## src/rtl/hdmi_audio_pkg.sv

```systemverilog
// Shared helpers for the hdmi audio sampler: NCO width, default sample word type,
// and the mono channel-replication function.
package hdmi_audio_pkg;

  localparam int MAX_WORD_W     = 512;
  localparam int DEF_CHANNELS   = 2;
  localparam int DEF_BIT_WIDTH  = 16;

  typedef logic [MAX_WORD_W-1:0]                   max_word_t;
  typedef logic [DEF_CHANNELS*DEF_BIT_WIDTH-1:0]   sample_word_t;

  function automatic int acc_width(input longint clk_hz);
    return $clog2(clk_hz) + 1;
  endfunction

  // Word is right-aligned; channel 0 sits in the top bit_width bits of the live field.
  function automatic max_word_t mono_replicate(input max_word_t word,
                                               input int channels,
                                               input int bit_width);
    max_word_t mask;
    max_word_t ch0;
    max_word_t res;
    mask = (max_word_t'(1) << bit_width) - max_word_t'(1);
    ch0  = (word >> ((channels - 1) * bit_width)) & mask;
    res  = '0;
    for (int i = 0; i < channels; i++) begin
      res = res | (ch0 << (i * bit_width));
    end
    return res;
  endfunction

endpackage

```

## src/rtl/hdmi_audio_sampler_fifo.sv

```systemverilog
// Synchronous FIFO for the audio sampler; head is read straight from the storage registers.
module hdmi_audio_fifo #(
  parameter int WIDTH = 32,
  parameter int DEPTH = 8
) (
  input  logic                     clk,
  input  logic                     rst,
  input  logic                     push,
  input  logic                     pop,
  input  logic [WIDTH-1:0]         din,
  output logic [WIDTH-1:0]         dout,
  output logic                     full,
  output logic                     empty,
  output logic [$clog2(DEPTH):0]   level
);

  localparam int AW = $clog2(DEPTH);

  logic [WIDTH-1:0] r_mem [DEPTH];
  logic [AW:0]      r_wr;
  logic [AW:0]      r_rd;
  logic             w_do_push;
  logic             w_do_pop;

  assign w_do_push = push && !full;
  assign w_do_pop  = pop && !empty;

  // Extra MSB on each pointer separates full (MSBs differ) from empty (all equal).
  assign full  = (r_wr[AW] != r_rd[AW]) && (r_wr[AW-1:0] == r_rd[AW-1:0]);
  assign empty = (r_wr == r_rd);
  assign level = r_wr - r_rd;
  assign dout  = r_mem[r_rd[AW-1:0]];

  always_ff @(posedge clk) begin
    if (rst) begin
      r_wr <= '0;
      r_rd <= '0;
    end else begin
      if (w_do_push) r_wr <= r_wr + (AW+1)'(1);
      if (w_do_pop)  r_rd <= r_rd + (AW+1)'(1);
    end
  end

  always_ff @(posedge clk) begin
    if (w_do_push) r_mem[r_wr[AW-1:0]] <= din;
  end

endmodule

```

## src/rtl/hdmi_audio_sampler.sv

```systemverilog
// Audio rate adapter: FIFO-buffered PCM popped by a fractional NCO at AUDIO_RATE from CLK_HZ.
// Define HDMI_AUDIO_STATS_EN to build the saturating underflow/overflow counters.
module hdmi_audio_sampler
  import hdmi_audio_pkg::*;
#(
  parameter int CLK_HZ     = 148_500_000,
  parameter int AUDIO_RATE = 48000,
  parameter int BIT_WIDTH  = 16,
  parameter int CHANNELS   = 2,
  parameter int FIFO_DEPTH = 8
) (
  input  logic                             clk_pixel,
  input  logic                             reset,
  input  logic                             in_valid,
  output logic                             in_ready,
  input  logic [CHANNELS*BIT_WIDTH-1:0]    in_data,
  input  logic                             mono,
  output logic [CHANNELS*BIT_WIDTH-1:0]    audio_sample_word,
  output logic                             sample_strobe,
  output logic                             underflow,
  output logic [$clog2(FIFO_DEPTH):0]      fifo_level,
  output logic [15:0]                      underflow_count,
  output logic [15:0]                      overflow_count
);

  localparam int WORD_W = CHANNELS * BIT_WIDTH;
  localparam int ACC_W  = acc_width(CLK_HZ);

  logic [ACC_W-1:0]  r_acc;
  logic [ACC_W-1:0]  w_sum;
  logic              w_tick;
  logic [WORD_W-1:0] r_word;
  logic              r_strobe;
  logic              r_underflow;
  logic [WORD_W-1:0] w_head;
  logic              w_full;
  logic              w_empty;
  logic              w_push;
  logic              w_pop;

  // acc < CLK_HZ always, so acc + AUDIO_RATE < 2*CLK_HZ fits in ACC_W bits.
  assign w_sum  = r_acc + ACC_W'(AUDIO_RATE);
  assign w_tick = (w_sum >= ACC_W'(CLK_HZ));

  assign in_ready = !w_full;
  assign w_push   = in_valid && !w_full;
  assign w_pop    = w_tick && !w_empty;

  hdmi_audio_fifo #(
    .WIDTH (WORD_W),
    .DEPTH (FIFO_DEPTH)
  ) u_fifo (
    .clk   (clk_pixel),
    .rst   (reset),
    .push  (w_push),
    .pop   (w_pop),
    .din   (in_data),
    .dout  (w_head),
    .full  (w_full),
    .empty (w_empty),
    .level (fifo_level)
  );

  always_ff @(posedge clk_pixel) begin
    if (reset) begin
      r_acc       <= '0;
      r_word      <= '0;
      r_strobe    <= 1'b0;
      r_underflow <= 1'b0;
    end else begin
      r_acc       <= w_tick ? (w_sum - ACC_W'(CLK_HZ)) : w_sum;
      r_strobe    <= w_tick;
      r_underflow <= w_tick && w_empty;
      if (w_pop) begin
        r_word <= mono ? WORD_W'(mono_replicate(max_word_t'(w_head), CHANNELS, BIT_WIDTH))
                       : w_head;
      end
    end
  end

  assign audio_sample_word = r_word;
  assign sample_strobe     = r_strobe;
  assign underflow         = r_underflow;

`ifdef HDMI_AUDIO_STATS_EN
  logic [15:0] r_uf_cnt;
  logic [15:0] r_of_cnt;

  always_ff @(posedge clk_pixel) begin
    if (reset) begin
      r_uf_cnt <= '0;
      r_of_cnt <= '0;
    end else begin
      if (r_underflow && (r_uf_cnt != 16'hFFFF)) r_uf_cnt <= r_uf_cnt + 16'd1;
      if (in_valid && w_full && (r_of_cnt != 16'hFFFF)) r_of_cnt <= r_of_cnt + 16'd1;
    end
  end

  assign underflow_count = r_uf_cnt;
  assign overflow_count  = r_of_cnt;
`else
  assign underflow_count = '0;
  assign overflow_count  = '0;
`endif

endmodule

```

## config.mk

```make
export PLATFORM = sky130hd
export DESIGN_NAME = hdmi_audio_sampler
export DESIGN_NICKNAME = d
export VERILOG_FILES = /design/src/rtl/hdmi_audio_pkg.sv /design/src/rtl/hdmi_audio_sampler_fifo.sv /design/src/rtl/hdmi_audio_sampler.sv
export SDC_FILE = /design/constraint.sdc
export NUM_CORES = 1
export LEC_CHECK = 0
export CORE_UTILIZATION = 32
export CTS_CLUSTER_DIAMETER = 100
export DETAILED_ROUTE_END_ITERATION = 7
export GPL_TIMING_DRIVEN = 0
export PLACE_DENSITY_LB_ADDON = 0.05
export SLEW_MARGIN = 30
export SYNTH_ARGS = -nofsm -noshare
export SYNTH_HDL_FRONTEND = slang
export SYNTH_SLANG_ARGS = --single-unit
```

## constraint.sdc

```tcl
create_clock -name clk_pixel -period 3.9 [get_ports clk_pixel]
set_input_delay 0.78 -clock clk_pixel [delete_from_list [all_inputs] [get_ports clk_pixel]]
set_output_delay 0.78 -clock clk_pixel [all_outputs]
set_load 0.05 [all_outputs]
```

; Word level (Yosys, flattened, before mapping)
; Memories as Yosys holds them, arrays and structs flattened. A register that Yosys moved wholly into a read port is not among the register bits.
; Cells that the tools add are included.
[classes]
div = 0
bitwise_logic = 1
n_mux = 6
n_eq_ne = 3
order_cmp = 1
shift = 0
multipliers = 0
n_reduce_logical = 8
add_sub_neg = 5
[ops]
columns = cell, n
row1 = $mux 32, 1
row2 = $or 16x32->32, 1
row3 = $add 29x16->29 const B, 1
row4 = $ge 29x28->1 const B, 1
row5 = $mux 29, 1
row6 = $sub 29x28->29 const B, 1
row7 = $add 4x1->4 const B, 2
row8 = $logic_and 1x1->1, 6
row9 = $mux 3, 2
row10 = $eq 4x4->1, 1
row11 = $sub 4x4->4, 1
row12 = $eq 3x3->1, 1
row13 = $logic_not 1->1, 2
row14 = $mux 1, 2
row15 = $ne 1x1->1, 1
[totals]
rom_bits = 0
latch_bits = 0
in_bits = 36
out_inout_bits = 71
elab_cells = 31
ram_bits = 256
register_bits = 71
memories = 1
[mem_list]
columns = name, depth, width, read_ports, rd_ports_with_merged_regs, wr, line
row1 = u_fifo.r_mem, 8, 32, 1, 1, 1, hdmi_audio_sampler_fifo.sv:19  ; logic [WIDTH-1:0] r_mem [DEPTH];

; Logic depth before layout (Yosys ltp)
; Gate-level depths: netlist of the first run.
[logic_depth]
depth_word = 7
mapped_depth = 14
ltp_nobuf = 11

; By module
; Synthesis of the first run repeated with hierarchy kept, for this count alone.
[unflattened]
cells_unflattened = 907
hier_area_um2 = 14201.1
[by_module_without_submodules]
columns = mod, cells_each, area_per_inst_um2, seq_area_each_um2, n_inst
row1 = hdmi_audio_fifo, 444, 10412.5, 7907.6, 1
row2 = hdmi_audio_sampler, 463, 3788.6, 1161.1, 1

; Worst setup path after synthesis of the first run
; Ideal clock, no wire load.
[synth_path]
kind = register -> register
start = register u_fifo.r_rd[1]
end = memory u_fifo.r_mem[0][0], enable pin
period_less_slack_ps = 4239
t_required_ps = 3439
path_stages_with_launch = 6
arrival_time_ps = 3778
path_slack_ps = -339
cell_sequence = dfxtp_1 -> inv_1 -> ha_1 -> nand4_1 -> nand3_1 -> nor3_1
[synth_between]
elab_chain_len = 7
[synth_lines]
columns = item, line
row1 = from (decl), hdmi_audio_sampler_fifo.sv:21  ; logic [AW:0] r_rd;
row2 = from (signal assigned), hdmi_audio_sampler_fifo.sv:40  ; if (w_do_pop) r_rd <= r_rd + (AW+1)'(1);
row3 = $eq 3x3->1 (*), hdmi_audio_sampler_fifo.sv:29  ; assign full = (r_wr[AW] != r_rd[AW]) && (r_wr[AW-1:0] == r_rd[AW-1:0]);
row4 = $logic_and 1x1->1 (*), hdmi_audio_sampler_fifo.sv:29
row5 = $logic_not 1->1 (*), n/a
row6 = via in_ready, hdmi_audio_sampler.sv:15  ; output logic in_ready,
row7 = $logic_and 1x1->1, hdmi_audio_sampler.sv:46  ; assign w_push = in_valid && !w_full;
row8 = $logic_and 1x1->1 (*), hdmi_audio_sampler_fifo.sv:25  ; assign w_do_push = push && !full;
row9 = $mux 1 (*), hdmi_audio_sampler_fifo.sv:45  ; if (w_do_push) r_mem[r_wr[AW-1:0]] <= din;
row10 = $mux 1 (not written as such) (*), hdmi_audio_sampler_fifo.sv:45
row11 = to (decl), hdmi_audio_sampler_fifo.sv:19
; The timed path passes the listed nets; every way through them passes the cells marked *.

==> summary.md, run 1 <==
| Metric | Value |
|---|---|
| Run status | `completed` |
| DR vias/cell | `4.80` |
| Detailed Place HPWL | `25.5 mm` |
| WP data required | `approximately 4.3 ns` |
| DRT iter0 DRCs | `489` |
| Clock sinks | `325` |
| Total number of vias | `7,801` |
| Final setup vio count | `0` |
| Worst-path cell chain | `clkbuf_1 > clkbuf_2 > buf_1 > mux2i_1 > a21oi_1 > nand2_1 > a21oi_1` |
| CTS tree | `done` |
| Syn Area/Cell | `15.4 sq um` |
| Drc violations | `0` |
| Final Max Tran Viols | `0` |
| NetSw | `0.00197 W` |
| I/O Pins | `107` |
| CTS Buf Count | `38` |
| Largest net degree at the start of global routing | `16` |
| Root Buffer | `clkbuf_16` |
| Die area | `43,600 sq um` |
| Cells after DPL | `1,555` |
| Slew @ Worst Pin | `0.970 ns` |
| Synth unique cells | `61` |
| Min Tclk post-route | `between 3 and 4 ns` |
| Synth area leaders | `edfxtp_1 (56%), mux4_2 (11%), dfxtp_1 (10%), buf_4 (1.9%), xnor2_1 (1.9%)` |
| Gr ovfl total | `0` |
| Core area | `42,000 sq um` |
| Logic gate share of total power | `9.5%` |
| MaxCap Viol Count | `0` |
| Post-Route Setup TNS | `0 ns` |
| Clock power frac | `43.8%` |
| Syn Std Cell Area | `13,700 sq um` |
| Synth Warn # | `0` |
| Initial Utilization | `32.6%` |
| Post-synthesis sequential area ratio | `66.2%` |
| Number of flops mapped to enable cells by yosys | `256` |
| Cells after Synth | `slightly below 900` |
| Drt first pass iters | `5` |
| Tcrit/Tclk final | `94.5%` |
| Most common cell after layout, fill and taps aside | `edfxtp_1` |
| Diode count | `0` |
| Post-CTS setup buffers | `0` |
| Top cell type by total area after synthesis | `edfxtp_1` |
| Nets | `1,102` |
| Slowest-stage cell, CP | `mux2i_1` |
| Ys flop type | `edfxtp_1` |
| GP Congestion | `between 0.7 and 0.8` |
| Hold Buf Count CTS | `0` |
| Fin. Hold Viols | `0` |
| CP startpoint kind | `flip-flop` |
| Most frequent cells in the layout | `edfxtp_1 (256), clkdlybuf4s50_1 (73), dfxtp_1 (69)` |
| Slew headroom | `35.4%` |
| Drt total wl | `around 36 mm` |
| Insertion delay to the later sink of the worst-skew pair | `around 0.56 ns` |
| Hold Crit Class | `reg -> reg` |
| Die Width | `about 210 microns` |
| Row cnt | `75` |
| FFs w/ async S/R, synth | `0%` |
| Switching Fraction | `23.8%` |
| Max Freq | `271 MHz` |
| Final ANT Viol Nets | `0` |
| CP most frequent cell | `a21oi_1` |
| Hold_ws | `0.450 ns` |
| Synth Register Bits | `325` |
| DR WL/cell | `22.2 microns` |
| Ratio of cells with drive above 1 in the final layout | `between 20% and 30%` |
| Vias in the first global route | `8,029` |
| WP data arrival | `4.09 ns` |
| Htree depth | `2` |
| PortBufs | `73` |
| Max FO, Critical Path | `10` |
| Initial antenna violation count | `0` |
| Die height | `209 microns` |
| Layout area overhead | `23.8%` |
| First-pass GRT wire length | `54.0 mm` |
| RSZ-0062 raised after global routing | `false` |
| Leak | `5.54 nW` |
| Top cell type's share of synthesized area | `a little under three fifths` |
| Worst setup path class | `reg -> reg` |
| Internal power | `0.00633 W` |
| Flop pwr share | `46.7%` |
| Power density cells | `489 nW/um^2` |
| CP peak stage delay | `about 0.81 ns` |
| VDD IR-drop max | `0.000269 V` |
| GRT Total Usage | `17.1%` |
| Endpoint class of the critical path | `flip-flop` |
| Max clock buf depth | `3` |
| Reg clk slew, reported paths | `0.06 ns` |
| Non-Filler Instances | `roughly 1,600` |
| Clk_skew | `0.0261 ns` |
-- power by group through the flow --
| stage | Sequential [W] | Clock (W) | Combinational, W |
|---|---|---|---|
| 2_1_floorplan | 0.00393 | 0 | 0.000547 |
| 3_3_place_gp | 0.00395 | 0 | 0.000769 |
| 3_5_place_dp | 0.00395 | 0 | 0.000794 |
| 4_1_cts | 0.00387 | 0.00376 | 0.000797 |
| 5_1_grt | 0.00388 | 0.00388 | 0.000867 |
| 6_report | 0.00387 | 0.00364 | 0.000789 |
-- cell families (layout without fill, tap and decap cells) --
logic type      Yosys count  after routing  share of synthesized area [%]
xor+xnor                 43             43                           2.86
flops                   325            325                           66.2
buf+inv                  97            259                           4.04
mux                      81             81                           11.8
other cells               1             32                         0.0274
simple gates            213            213                           7.55
compound gates          122            122                           6.59
fa+ha+maj                10             10                          0.968
-- through the flow --
step                instance area [sq um]  utilization, %  setup WS [ns]  power, W
floorplan                           13800               -          0.477   0.00448
global placement                    15200            36.2          -1.39   0.00472
detailed placement                  15700            37.3         -0.104   0.00474
CTS                                 17000            40.3          0.156   0.00843
global route                        17000            40.3        0.00316   0.00863
finish                              17000            40.3          0.216   0.00830
-- registers in the layout, summed over array words and instances, names as in the netlist, named ones only --
| register | count |
|---|---|
| u_fifo.r_rd | 4 |
| u_fifo.r_mem | 256 |
| r_acc | 24 |
| sample_strobe | 1 |
| u_fifo.r_wr | 4 |
| underflow | 1 |
| audio_sample_word | 32 |
-- area by class of cell --
type                            count  area (sq um)
Buffer                             81           502
Clock buffer                       52          1030
Clock inverter                     17           239
Fill cell                        3898         25100
Inverter                           16          60.1
Multi-Input combinational cell    501          4260
Sequential cell                   325          9070
Tap cell                          539           674
Timing Repair Buffer               93          1120
-- synth_stat cells, types with 2 or more instances --
cell       count
edfxtp_1     256
dfxtp_1       69
nor2_1        67
mux4_2        64
nand2_1       58
a21oi_1       44
buf_4         34
xnor2_1       29
clkbuf_1      26
nor2b_1       22
a211oi_1      20
nand3_1       18
a211oi_2      17
mux2i_1       17
inv_1         16
xor2_1        12
o21ai_0       11
nor3_1        10
ha_1           9
or3_1          8
buf_1          7
buf_2          7
buf_6          7
and3_1         5
nand4_1        5
and2_1         4
o211ai_1       4
a21boi_0       3
nand2b_1       3
a21o_1         2
nor3b_1        2
nor4_1         2
o2111ai_1      2
o211a_1        2
o21ai_1        2
o31ai_1        2
xnor2_2        2
-- final timing paths --
| path | startpoint | endpoint | slack (ns) | cells past startpoint |
|---|---|---|---|---|
| hold / removal | audio_sample_word[3]$_SDFFE_PP0P_ | audio_sample_word[3]$_SDFFE_PP0P_ | 0.45 | 2 |
| setup reg to reg | flip-flop | audio_sample_word[6]$_SDFFE_PP0P_ | 0.22 | 7 |
| setup / recovery | flip-flop | audio_sample_word[6]$_SDFFE_PP0P_ | 0.22 | 7 |
| hold reg to reg | audio_sample_word[3]$_SDFFE_PP0P_ | audio_sample_word[3]$_SDFFE_PP0P_ | 0.45 | 2 |
-- layer usage --
| layer | vias up | global-route usage, % | part of all wire [%] |
|---|---|---|---|
| li1 | 3681 | - | - |
| met1 | 3928 | 22.9 | 45 |
| met2 | 149 | 28.5 | 49 |
| met3 | 43 | 2.60 | 3.4 |
| met4 | 0 | 5.53 | 2.1 |
| met5 | - | 0 | 0 |
-- what timing repair did --
| action | 4_1_cts | 5_1_grt |
|---|---|---|
| pin swaps | 0 | 0 |
| gates resized for setup | 1 | 1 |
| cloned | 0 | 0 |
| setup endpoints to repair | 2 | 1 |
-- worst max-delay path, delay by kind of cell, from the launching register on --
| kind | cells | cell delay (ns) |
|---|---|---|
| AO/OA/AOI/OAI | 2 | 0.21 |
| AND/OR/NAND/NOR | 1 | 0.13 |
| buffers and inverters | 3 | 2.00 |
| multiplexers | 1 | 0.81 |
| flip-flops | 1 | 0.37 |
Power figures use the tool's default switching activity.
==> run 2, diff against run 1 <==
CORE_UTILIZATION = 40   (was 32)
CTS_BUF_LIST = sky130_fd_sc_hd__clkbuf_4   (was unset)
==> summary.md, run 2 (synthesis gave the netlist of run 1 again) <==
| Metric | Value |
|---|---|
| Row cnt | `67` |
| Die height | `187 microns` |
| Detailed Place HPWL | `23.2 mm` |
| Run status | `completed` |
| Tcrit/Tclk final | `94.8%` |
| RR Endpoint | `audio_sample_word[15]$_SDFFE_PP0P_` |
| Slowest-stage cell, CP | `clkdlybuf4s50_1` |
| Worst r2r src | `r_acc[7]$_SDFF_PP0_` |
| Vias in the first global route | `8,356` |
| Clk_skew | `about 0.042 ns` |
| Nets | `between 1,000 and 1,500` |
| Layout fillers | `2,922` |
| DRT iter0 DRCs | `476` |
| R2R setup slack | `roughly 0.33 ns` |
| Largest delay share family, worst path | `buffers and inverters` |
| WP data required | `3.12 ns` |
| CTS Buf Count | `89` |
| Gr ovfl total | `0` |
| CTS tree | `done` |
| Final Max Tran Viols | `0` |
| DR WL/cell | `20.8 microns` |
| Crit path capture | `fifo_level[3]` |
| Final setup vio count | `0` |
| Largest net degree at the start of global routing | `17` |
| Post-Route Setup TNS | `0 ns` |
| CP startpoint | `u_fifo.r_wr[1]$_SDFFE_PP0P_` |
| Hold_ws | `0.471 ns` |
| Max reg flops | `between 200 and 300` |
| Most common cell after layout, fill and taps aside | `edfxtp_1` |
| Final ANT Viol Nets | `0` |
| Initial Utilization | `40.7%` |
| Die area | `35,000 sq um` |
| Drt first pass iters | `5` |
| CP peak stage delay | `0.82 ns` |
| Worst setup path class | `reg -> out` |
| Leak | `roughly 5.6 nW` |
| Min Tclk post-route | `between 3 and 4 ns` |
| I/O Pins | `107` |
| WP buf/inv | `1` |
| Slew @ Worst Pin | `0.923 ns` |
| Final core utilization | `49.7%` |
| Endpoint class of the critical path | `output port` |
| Root Buffer | `clkbuf_4` |
| Depth of the most critical reg-to-reg path | `14` |
| WP data arrival | `a little under 3 ns` |
| PortBufs | `73` |
| Worst-path cell chain | `ha_1 > a21o_1 > a21oi_1 > xor2_1 > clkdlybuf4s50_1` |
| Fin. Hold Viols | `0` |
| MaxCap Viol Count | `0` |
| GP Congestion | `roughly 0.85` |
| Htree depth | `3` |
| CP startpoint kind | `flip-flop` |
| Clock sinks | `325` |
| Drc violations | `0` |
| GRT Total Usage | `19.9%` |
| Total number of vias | `between 8,000 and 9,000` |
| Max FO, Critical Path | `8` |
| Power density cells | `459 nW/um^2` |
| Insertion delay to the later sink of the worst-skew pair | `0.75 ns` |
| Hold Buf Count CTS | `0` |
| Post-cts resize count | `0` |
| Core area | `around 34,000 sq um` |
| Drt total wl | `33.7 mm` |
| VDD IR-drop max | `0.000219 V` |
| Layout area overhead | `22.0%` |
| Worst path depth | `5` |
| Die Width | `about 190 microns` |
| First-pass GRT wire length | `51.2 mm` |
| Hold Crit Class | `reg -> reg` |
| Most frequent cells in the layout | `edfxtp_1 (256), clkbuf_4 (131), clkdlybuf4s50_1 (73)` |
| Initial antenna violation count | `2` |
| Max Freq | `270 MHz` |
| Reg clk slew, reported paths | `approximately 0.06 ns` |
| Post-CTS setup buffers | `0` |
| Worst Hold Depth | `2` |
| Max clock buf depth | `3` |
| Slew headroom | `38.5%` |
| Ratio of cells with drive above 1 in the final layout | `between 20% and 30%` |
| DR vias/cell | `5.02` |
[run 2: cell count changes in the layout (fill, tap and decap cells not counted), moves of 3 or more]
cell / change
clkbuf_4: +131
clkbuf_1: -10
clkbuf_8: -3
clkinv_1: +16
bufinv_16: -4
clkbuf_16: -38
[run 2: tightest hold or removal path: cells and delay by family (launching register included)]
kind               cells  cell delay [ns]
AOI/OAI and AO/OA      1             0.05
DFF                    1             0.32
and+or+nand+nor        1             0.05
[run 2: layer usage]
| metal | track usage (%) | routed length, microns |
|---|---|---|
| met5 | 0 | 0 |
| met4 | 6.46 | 542 |
| met3 | 4.67 | 1500 |
| met2 | 32.8 | 16600 |
| met1 | 26.0 | 15100 |
[run 2: per-stage QoR]
step | power (W) | cell area (sq um) | setup WS (ns) | cells
after floorplan | 0.00448 | 13800 | 0.477 | 923
after global placement | 0.00471 | 15100 | -1.26 | 1444
after detailed placement | 0.00472 | 15600 | 0.259 | 1462
after CTS | 0.00778 | 16700 | 0.0891 | 1621
after global routing | 0.00803 | 16700 | -0.00222 | 1623
final | 0.00767 | 16700 | 0.202 | 1623
[run 2: final cells by class]
class	instances	area [sq um]	share of cell area, %
clock buffers	131	983	5.89
flip-flops and latches	325	9070	54.3
clock inverters	28	151	0.906
repair buffers	91	1120	6.70
well taps	448	561	3.35
diodes	2	5.00	0.0300
inverters	16	60.1	0.359
multi-input cells	501	4260	25.5
plain buffers	81	500	3.00
[run 2: worst min-delay path by stage]
stage | from | to | slack (ns)
after global routing | audio_sample_word[15]$_SDFFE_PP0P_ | audio_sample_word[15]$_SDFFE_PP0P_ | 0.49
after detailed placement | audio_sample_word[15]$_SDFFE_PP0P_ | audio_sample_word[15]$_SDFFE_PP0P_ | 0.47
after CTS | audio_sample_word[1]$_SDFFE_PP0P_ | audio_sample_word[1]$_SDFFE_PP0P_ | 0.48
after global placement | audio_sample_word[15]$_SDFFE_PP0P_ | audio_sample_word[15]$_SDFFE_PP0P_ | 0.46
final | audio_sample_word[15]$_SDFFE_PP0P_ | audio_sample_word[15]$_SDFFE_PP0P_ | 0.47
after floorplan | u_fifo.r_wr[0]$_SDFFE_PP0P_ | u_fifo.r_wr[0]$_SDFFE_PP0P_ | 0.47
[run 2: where the power goes]
| group | total (W) | switching (W) | internal [W] |
|---|---|---|---|
| sequential | 0.00387 | 0.0000442 | 0.00383 |
| clock | 0.00302 | 0.00141 | 0.00161 |
| combinational | 0.000780 | 0.000486 | 0.000294 |
| total | 0.00767 | 0.00194 | 0.00573 |
